`src/rtl/jtcps1_pal_pkg.sv`:
```
// Shared definitions for the CPS1 palette DMA sequencer.
// It holds the FSM state encoding, the page geometry and the palette page indices.
package jtcps1_pal_pkg;

  typedef enum logic [2:0] {
    ST_IDLE,
    ST_ARM,
    ST_SCAN,
    ST_ADDR,
    ST_DROP,
    ST_WAIT,
    ST_NEXT,
    ST_DONE
  } state_e;

  localparam int PAGE_WORDS = 512;

  localparam logic [2:0] PG_OBJ   = 3'd0;
  localparam logic [2:0] PG_SCR1  = 3'd1;
  localparam logic [2:0] PG_SCR2  = 3'd2;
  localparam logic [2:0] PG_SCR3  = 3'd3;
  localparam logic [2:0] PG_STAR0 = 3'd4;
  localparam logic [2:0] PG_STAR1 = 3'd5;

endpackage

```
`src/rtl/jtcps1_pal_dma_if.sv`:
```
// Bus bundle between the palette DMA and its two neighbours:
// the VRAM read port and the colour mixer palette write port.
interface jtcps1_pal_dma_if #(
  parameter int PAL_AW = 12
);
  // VRAM read: vram_cs is a request that stays high for the whole transfer.
  // vram_ok qualifies vram_data for the address currently on vram_addr.
  // There is no ready: vram_ok alone accepts a word.
  // Palette write: pal_we is a one-cycle strobe with no backpressure.
  logic [16:0]       vram_addr;
  logic              vram_cs;
  logic [15:0]       vram_data;
  logic              vram_ok;
  logic              pal_we;
  logic [PAL_AW-1:0] pal_waddr;
  logic [15:0]       pal_wdata;

  modport master (
    output vram_addr, vram_cs, pal_we, pal_waddr, pal_wdata,
    input  vram_data, vram_ok
  );

  modport slave (
    input  vram_addr, vram_cs, pal_we, pal_waddr, pal_wdata,
    output vram_data, vram_ok
  );
endinterface

```
`src/rtl/jtcps1_pal_pgsel.sv`:
```
// Lowest enabled palette page at or above the current page index.
// The search is purely combinational.
module jtcps1_pal_pgsel
  import jtcps1_pal_pkg::*;
#(
  parameter int PAGES = 6,
  parameter int PG_W  = 3
) (
  input  logic [PAGES-1:0] mask_i,
  input  logic [PG_W-1:0]  idx_i,
  output logic [PG_W-1:0]  page_o,
  output logic             found_o
);

  // Scan from the top down so the last hit is the lowest qualifying page.
  always_comb begin
    page_o  = '0;
    found_o = 1'b0;
    for (int p = PAGES - 1; p >= 0; p--) begin
      if (mask_i[p] && (PG_W'(p) >= idx_i)) begin
        page_o  = PG_W'(p);
        found_o = 1'b1;
      end
    end
  end

endmodule

```
`src/rtl/jtcps1_pal_dma.sv`:
```
// Palette DMA: copies the enabled VRAM palette pages into the colour mixer palette RAM.
// Optional JTCPS1_PAL_VBSYNC_EN holds each transfer start until vertical blank.
module jtcps1_pal_dma
  import jtcps1_pal_pkg::*;
#(
  parameter int PAGES   = 6,
  parameter int PAGE_AW = 9,
  parameter int PAL_AW  = 12
) (
  input  logic                clk,
  input  logic                rst_n,
  input  logic                VB,
  input  logic                pal_copy,
  input  logic [15:0]         pal_base,
  input  logic [PAGES-1:0]    pal_page_en,
  jtcps1_pal_dma_if.master    bus,
  output logic                busy,
  output logic                done,
  output state_e              dbg_state
);

  localparam int PG_W  = $clog2(PAGES + 1);
  localparam int SRC_W = PG_W + PAGE_AW;

  state_e             state_q;
  logic [8:0]         base_q;
  logic [PAGES-1:0]   en_q;
  logic               pending_q;
  logic [PG_W-1:0]    page_q;
  logic [PAGE_AW-1:0] word_q;
  logic [SRC_W-1:0]   src_cnt_q;
  logic               busy_q;
  logic               done_q;
  logic [16:0]        vram_addr_q;
  logic               vram_cs_q;
  logic               pal_we_q;
  logic [PAL_AW-1:0]  pal_waddr_q;
  logic [15:0]        pal_wdata_q;

  logic [PG_W-1:0]    sel_page;
  logic               sel_found;

  jtcps1_pal_pgsel #(
    .PAGES (PAGES),
    .PG_W  (PG_W)
  ) u_pgsel (
    .mask_i  (en_q),
    .idx_i   (page_q),
    .page_o  (sel_page),
    .found_o (sel_found)
  );

`ifdef JTCPS1_PAL_VBSYNC_EN
  logic unused_bits;
  assign unused_bits = &{1'b0, pal_base[15:10], pal_base[0]};
`else
  logic unused_bits;
  assign unused_bits = &{1'b0, pal_base[15:10], pal_base[0], VB};
`endif

  always_ff @(posedge clk or negedge rst_n) begin
    if (!rst_n) begin
      state_q     <= ST_IDLE;
      base_q      <= '0;
      en_q        <= '0;
      pending_q   <= 1'b0;
      page_q      <= '0;
      word_q      <= '0;
      src_cnt_q   <= '0;
      busy_q      <= 1'b0;
      done_q      <= 1'b0;
      vram_addr_q <= '0;
      vram_cs_q   <= 1'b0;
      pal_we_q    <= 1'b0;
      pal_waddr_q <= '0;
      pal_wdata_q <= '0;
    end else begin
      pal_we_q <= 1'b0;
      done_q   <= 1'b0;
      // Requests during a transfer merge into one pending restart.
      if (pal_copy && state_q != ST_IDLE && state_q != ST_DONE) pending_q <= 1'b1;
      case (state_q)
        ST_IDLE: begin
          if (pal_copy) begin
            base_q    <= pal_base[9:1];
            en_q      <= pal_page_en;
            page_q    <= '0;
            src_cnt_q <= '0;
            busy_q    <= 1'b1;
            state_q   <= ST_ARM;
          end
        end
        ST_ARM: begin
`ifdef JTCPS1_PAL_VBSYNC_EN
          if (VB) state_q <= ST_SCAN;
`else
          state_q <= ST_SCAN;
`endif
        end
        ST_SCAN: begin
          if (sel_found) begin
            page_q    <= sel_page;
            word_q    <= '0;
            vram_cs_q <= 1'b1;
            state_q   <= ST_ADDR;
          end else begin
            state_q <= ST_DONE;
          end
        end
        ST_ADDR: begin
          vram_addr_q <= {base_q, 8'd0} + 17'(src_cnt_q);
          state_q     <= ST_DROP;
        end
        // vram_ok may still refer to the previous address here.
        ST_DROP: state_q <= ST_WAIT;
        ST_WAIT: begin
          if (bus.vram_ok) begin
            pal_we_q    <= 1'b1;
            pal_waddr_q <= PAL_AW'({page_q, word_q});
            pal_wdata_q <= bus.vram_data;
            state_q     <= ST_NEXT;
          end
        end
        ST_NEXT: begin
          word_q    <= word_q + 1'b1;
          src_cnt_q <= src_cnt_q + 1'b1;
          if (&word_q) begin
            page_q  <= page_q + 1'b1;
            state_q <= ST_SCAN;
          end else begin
            state_q <= ST_ADDR;
          end
        end
        ST_DONE: begin
          vram_cs_q <= 1'b0;
          done_q    <= 1'b1;
          if (pending_q || pal_copy) begin
            base_q    <= pal_base[9:1];
            en_q      <= pal_page_en;
            page_q    <= '0;
            src_cnt_q <= '0;
            pending_q <= 1'b0;
            state_q   <= ST_ARM;
          end else begin
            busy_q  <= 1'b0;
            state_q <= ST_IDLE;
          end
        end
        default: state_q <= ST_IDLE;
      endcase
    end
  end

  assign bus.vram_addr = vram_addr_q;
  assign bus.vram_cs   = vram_cs_q;
  assign bus.pal_we    = pal_we_q;
  assign bus.pal_waddr = pal_waddr_q;
  assign bus.pal_wdata = pal_wdata_q;
  assign busy          = busy_q;
  assign done          = done_q;
  assign dbg_state     = state_q;

endmodule

```
`src/flat_wrapper.sv`:
```
// flat-port wrapper written by rule: the top's interface ports become plain ports
module jtcps1_pal_dma_flat import jtcps1_pal_pkg::*;
#(
  parameter int PAGES   = 6,
  parameter int PAGE_AW = 9,
  parameter int PAL_AW  = 12
)
  (clk, rst_n, VB, pal_copy, pal_base, pal_page_en, busy, done, dbg_state, bus_vram_addr, bus_vram_cs, bus_pal_we, bus_pal_waddr, bus_pal_wdata, bus_vram_data, bus_vram_ok);
  jtcps1_pal_dma_if #(.PAL_AW(PAL_AW)) bus_i ();
  input  logic clk;
  input  logic rst_n;
  input  logic VB;
  input  logic pal_copy;
  input  logic [15:0] pal_base;
  input  logic [PAGES-1:0] pal_page_en;
  output logic busy;
  output logic done;
  output state_e dbg_state;
  output wire logic [$bits(bus_i.vram_addr)-1:0] bus_vram_addr;
  output wire logic [$bits(bus_i.vram_cs)-1:0] bus_vram_cs;
  output wire logic [$bits(bus_i.pal_we)-1:0] bus_pal_we;
  output wire logic [$bits(bus_i.pal_waddr)-1:0] bus_pal_waddr;
  output wire logic [$bits(bus_i.pal_wdata)-1:0] bus_pal_wdata;
  input wire logic [$bits(bus_i.vram_data)-1:0] bus_vram_data;
  input wire logic [$bits(bus_i.vram_ok)-1:0] bus_vram_ok;
  assign bus_vram_addr = bus_i.vram_addr;
  assign bus_vram_cs = bus_i.vram_cs;
  assign bus_pal_we = bus_i.pal_we;
  assign bus_pal_waddr = bus_i.pal_waddr;
  assign bus_pal_wdata = bus_i.pal_wdata;
  assign bus_i.vram_data = bus_vram_data;
  assign bus_i.vram_ok = bus_vram_ok;
  jtcps1_pal_dma #(.PAGES(PAGES), .PAGE_AW(PAGE_AW), .PAL_AW(PAL_AW)) u_core (.clk(clk), .rst_n(rst_n), .VB(VB), .pal_copy(pal_copy), .pal_base(pal_base), .pal_page_en(pal_page_en), .bus(bus_i), .busy(busy), .done(done), .dbg_state(dbg_state));
endmodule
```
`config.mk`:
```
export PLATFORM = sky130hd
export DESIGN_NAME = jtcps1_pal_dma_flat
export DESIGN_NICKNAME = d
export VERILOG_FILES = /design/src/rtl/jtcps1_pal_pkg.sv /design/src/rtl/jtcps1_pal_dma_if.sv /design/src/rtl/jtcps1_pal_pgsel.sv /design/src/rtl/jtcps1_pal_dma.sv /design/src/flat_wrapper.sv
export SDC_FILE = /design/constraint.sdc
export NUM_CORES = 1
export LEC_CHECK = 0
export CAP_MARGIN = 20
export CORE_MARGIN = 2
export CORE_UTILIZATION = 55
export CTS_CLUSTER_SIZE = 25
export DETAILED_ROUTE_END_ITERATION = 6
export GPL_TIMING_DRIVEN = 0
export HOLD_SLACK_MARGIN = 0.06
export PLACE_DENSITY = 0.94
export SLEW_MARGIN = 20
export SYNTH_ARGS = -nofsm -noshare
export SYNTH_HDL_FRONTEND = slang
export SYNTH_SLANG_ARGS = --single-unit
```
`constraint.sdc`:
```
create_clock -name clk -period 3.6 [get_ports clk]
set_clock_uncertainty 0.1 [all_clocks]
set_input_delay 0.72 -clock clk [delete_from_list [all_inputs] [get_ports clk]]
set_output_delay 0.72 -clock clk [all_outputs]
set_load 0.005 [all_outputs]
```
==> Word level (Yosys, flattened, before mapping) <==
Index checks and enable logic that the tools add are counted.
{ "totals": {"wordCells": 108, "out_inout_bits": 52, "ff_bits": 92} }
{ "classes": {"addsub": 4, "reduce_logical": 25, "mux": 45, "n_eq_ne": 14, "order_cmp": 6} }
{ "ops": {"columns": ["cell", "count"], "rows": [
  ["2-to-1 mux 3 bit", 13],
  ["one-hot mux 12 bit (3 select lines)", 1],
  ["one-hot mux 9 bit (2 select lines)", 2],
  ["2-to-1 mux 9 bit", 3],
  ["2-to-1 mux 12 bit", 2],
  ["one-hot mux 3 bit (8 select lines)", 1],
  ["adder 17 x 12 -> 17 bit", 1],
  ["2-to-1 mux 1 bit", 17],
  ["adder 12 x 1 -> 12 bit (second input constant)", 1],
  ["equality test 3 bit (second input constant)", 4],
  ["2-to-1 mux 6 bit", 2],
  ["one-hot mux 3 bit (4 select lines)", 1],
  ["one-hot mux 6 bit (2 select lines)", 1],
  ["adder 9 x 1 -> 9 bit (second input constant)", 1],
  ["AND reduction 3 bit", 3],
  ["AND reduction 9 bit", 1],
  ["logical AND 1 bit", 8],
  ["AND reduction 2 bit", 4],
  ["equality test 3 x 2 -> 1 bit (second input constant)", 2],
  ["greater-or-equal comparator 1 x 3 -> 1 bit (first input constant)", 2],
  ["greater-or-equal comparator 2 x 3 -> 1 bit (first input constant)", 2],
  ["greater-or-equal comparator 3 bit (first input constant)", 2],
  ["!= test 2 x 1 -> 1 bit (second input constant)", 3],
  ["!= test 2 bit (second input constant)", 3],
  ["other kinds (10)", 14]
]} }

==> Logic depth before layout (Yosys ltp) <==
{ "logic_depth": {"depth_word": 10, "mapped_depth": 8, "mapped_depth_nobuf": 8} }

==> Hierarchy <==
Synthesis repeated with hierarchy kept, for this count alone.
{ "hier_totals": {"cells_unflattened": 413, "hier_area_um2": 4448.0} }
{ "modules_own_cells": {"columns": ["module", "cells_per_inst", "instances", "area_per_inst_um2"], "rows": [
  ["jtcps1_pal_dma", 391, 1, 4304.1],
  ["jtcps1_pal_pgsel", 22, 1, 143.9]
]} }

==> Worst setup path before layout <==
Ideal clock, no wire load.
{ "synth_timing": {"path_type": "register to register", "start": "register u_core.page_q[0]", "end": "register u_core.page_q[0]", "slack_ps": 1316, "t_arrival_ps": 2056, "required_time_ps": 3372, "setup_ps": 128, "n_path_buf": 0, "stages_incl_launch_ff": 8, "cell_sequence": "dfrtp_1 > inv_1 > ha_1 > and4bb_1 > a211oi_2 > nor4b_4 > nor3_4 > mux2_1"} }
{ "synth_via": {"elab_chain_cells": 10, "elab_cells_between_ends": 30} }
{ "synth_lines": {"columns": ["element", "line_no", "source"], "rows": [
  ["start, declared", "jtcps1_pal_dma.sv:29", "logic [PG_W-1:0] page_q;"],
  ["start signal, assigned", "jtcps1_pal_dma.sv:102", "page_q <= sel_page;"],
  ["start signal, assigned", "jtcps1_pal_dma.sv:128", "page_q <= page_q + 1'b1;"],
  ["greater-or-equal comparator 3 bit", "jtcps1_pal_pgsel.sv:20", "if (mask_i[p] && (PG_W'(p) >= idx_i)) begin"],
  ["logical AND 1 bit", "jtcps1_pal_pgsel.sv:20", null],
  ["2-to-1 mux 3 bit / 2-to-1 mux 1 bit (equally long branches) (6 in series)", "jtcps1_pal_pgsel.sv:20", null],
  ["2-to-1 mux 3 bit / != test 2 x 1 -> 1 bit (equally long branches)", null, null],
  ["one-hot mux 3 bit (4 select lines) / AND reduction 5 bit (equally long branches)", null, null]
]} }
Parallel ways exist; a longest one is shown, timed or not. The select of a mux whose other input is x is not followed.
A chain may end at the register's enable or synchronous reset.

==> Final worst setup path <==
{ "layout_timing": {"start": "register u_core.page_q[0]", "end": "register u_core.page_q[1]"} }
{ "layout_via": {"elab_chain_cells": 10, "elab_cells_between_ends": 29} }
{ "layout_lines": {"columns": ["element", "line_no"], "rows": [
  ["greater-or-equal comparator 3 bit", "jtcps1_pal_pgsel.sv:20"],
  ["logical AND 1 bit", "jtcps1_pal_pgsel.sv:20"],
  ["2-to-1 mux 1 bit (6 in series)", "jtcps1_pal_pgsel.sv:20"],
  ["!= test 2 x 1 -> 1 bit (no line)", null],
  ["AND reduction 5 bit (no line)", null]
]} }
Parallel ways exist; a longest one is shown, timed or not. The select of a mux whose other input is x is not followed.

==> reports/qor.yml <==
path_max_fanout: 7
maxSlewViolCount: 0
first_iter_violations: 246
crit_start: "u_core.page_q[0]$_DFFE_PN0P_"
grt_setup_unrepaired: "false"
die_area_um2: 8560
status: "completed"
slowest_stage: "a211oi_2"
post_cts_resized: 0
worst-setup-path-type: "register to register"
ioPinCount: 95
placed_cells: 658
drive_gt1_share_pct: 6.12
setup_viol: 0
relSlewSlack_pct: 55.0
fp-row-count: 32
async_flop_share_pct: 100
worst_slack_ns: 0.943
synth_edf_count: 0
ys_seq_elements: 92
numCtsBuffers: 9
cts_setup_buffers: 0
io_buffers: 86
cts_sinks: 92
grt_start_max_net_pins: 56
crit_arrival_ns: 2.80
cts_hold_buf: 0
wl_um: 10200
post_drt_wl_per_cell_um: 15.1
dr.pass1.iters: 4
crit_required_ns: 3.74
ys_warn_count: 0
cts_tree: "built"
synthToLayoutAreaGrowth_pct: 28.7
final_cell_mix: "nand2_1, dfrtp_1, clkdlybuf4s50_1"
hp-class: "input pin to async pin"
hold_slack_ns: 0.217
cts_buffer_depth: 2
start_kind: "register"
fmax_mhz: 376
gp_congestion: 0.873
setup-tns-final_ns: 0
syn_nets: 523
drc_errors: 0
dp_slack_ns: 0.772
reg2reg_depth: 7
vias: 3698
chipWidth_um: 92.5
antenna_cells: 0
timing.rr.start: "u_core.page_q[0]$_DFFE_PN0P_"
period_share_pct: 73.8
power_mw: 4.06
synth_ff_type: "dfrtp_1"
ir_drop_mv: 0.356
ys_types: 54
syn_area_um2: 4310
r2r-end: "u_core.page_q[1]$_DFFE_PN0P_"
path_clk_slew_ns: 0.10
maxCapViolCount: 0
clk_latency_ns: 0.36
r2r_slack_ns: 0.94
nNetsFinal: 621
dp_hpwl_um: 7240
root_buffer: "clkbuf_8"
path_cells: "inv_1 > ha_1 > and4bb_1 > a211oi_2 > nor4b_4 > nor3_4 > mux2_1"
cts_max_level: 3
grt_pass1_wl_um: 17500
critPathCaptureType: "register"
initial_core_util_pct: 56.4
avgViaCountPerCell: 5.49
antenna_found_initial: 0
first_global_vias: 3643
overflow: 0
leakage_nw: 2.60
avgSynthCellArea_um2: 9.19
die_height_um: 92.5
grt_usage_pct: 25.6
final_common_cell: "nand2_1"
hold_viol: 0
cp_slowest_stage_delay_ns: 0.51
core_area_um2: 7650
ys_seq_area_share_pct: 53.4
ant_nets: 0
worstMarginPinSlew_ns: 0.673
fin_crit_ns: 2.66
final_cell_count_no_fill: 674
cellPowerDensity_nw_per_um2: 732
syn_inst: 469
[critical path: cells and delay by family, from the launching register on]
family / cells / cell delay, ns
compound gates: 1 / 0.51
fa+ha+maj: 1 / 0.29
buf+inv: 1 / 0.20
flops: 1 / 0.46
mux: 1 / 0.35
simple gates: 3 / 0.63
[logic make-up (layout without fill, tap and decap cells)]
family	after synthesis	in the layout	share of synthesized area (%)
AOI/OAI and AO/OA	76	76	11.9
xor gates and xnor gates	13	13	2.64
adders and majority gates	11	11	3.37
buffers and inverters	36	139	3.28
DFF	92	92	53.4
muxes	5	5	1.25
and+or+nand+nor	236	236	24.2
[worst max path at each step]
stage                                   end  cells past startpoint
2_1_floorplan  u_core.page_q[0]$_DFFE_PN0P_                      7
3_3_place_gp     u_core.en_q[2]$_DFFE_PN0P_                      1
3_5_place_dp     u_core.en_q[5]$_DFFE_PN0P_                      6
4_1_cts        u_core.page_q[1]$_DFFE_PN0P_                      7
5_1_grt        u_core.page_q[1]$_DFFE_PN0P_                      7
6_report       u_core.page_q[1]$_DFFE_PN0P_                      7
[final cells by class]
type | count | area [um2]
Buffer | 19 | 77.6
Clock inverter | 7 | 98.8
Sequential cell | 92 | 2300
Multi-Input combinational cell | 341 | 1870
Timing Repair Buffer | 87 | 886
Fill cell | 525 | 2100
Inverter | 17 | 63.8
Clock buffer | 9 | 124
Tap cell | 102 | 128
[registers in the layout (all words and copies together) (netlist names)]
name and cells:
u_core.bus.pal_wdata 16, u_core.page_q 3, u_core.en_q 6, u_core.bus.pal_waddr 12, u_core.src_cnt_q 12, u_core.bus.vram_cs 1, u_core.bus.pal_we 1, u_core.word_q 9
u_core.pending_q 1, u_core.dbg_state 3, u_core.done 1, u_core.bus.vram_addr 17, u_core.busy 1, u_core.base_q 9
[through the flow]
| step | instance area [um2] | utilization [%] |
|---|---|---|
| global route | 5550 | 72.5 |
| global placement | 5300 | 69.3 |
| floorplan | 4310 | - |
| detailed placement | 5320 | 69.6 |
| CTS | 5550 | 72.5 |
| finish | 5550 | 72.5 |
[synthesized netlist by cell type, drive strengths merged, types with 5 or more instances]
cell / count / area share [%]
dfrtp: 92 / 53
nand4: 5 / 0.73
nand3: 9 / 1.0
nand2: 171 / 15
inv: 17 / 1.5
o21ai: 33 / 3.8
xnor2: 6 / 1.2
a22o: 5 / 1.0
nor3: 8 / 1.4
clkbuf: 14 / 1.2
ha: 10 / 2.9
xor2: 7 / 1.4
a21oi: 11 / 1.3
buf: 5 / 0.58
nor2: 19 / 1.7
[power breakdown]
group | switching (mW) | internal [mW] | leakage (nW)
clock | 0.369 | 0.394 | 0.110
sequential | 0.266 | 1.37 | 1.20
combinational | 0.869 | 0.789 | 1.29
[layer usage]
metal	global-route usage (%)	part of all wire, %	vias up
met3	4.64	5.8	23
li1	-	-	1759
met4	10.4	2.3	0
met1	33.1	43	1779
met5	0	0	-
met2	43.0	49	137
Note: power is estimated with default switching activity, not from simulation.
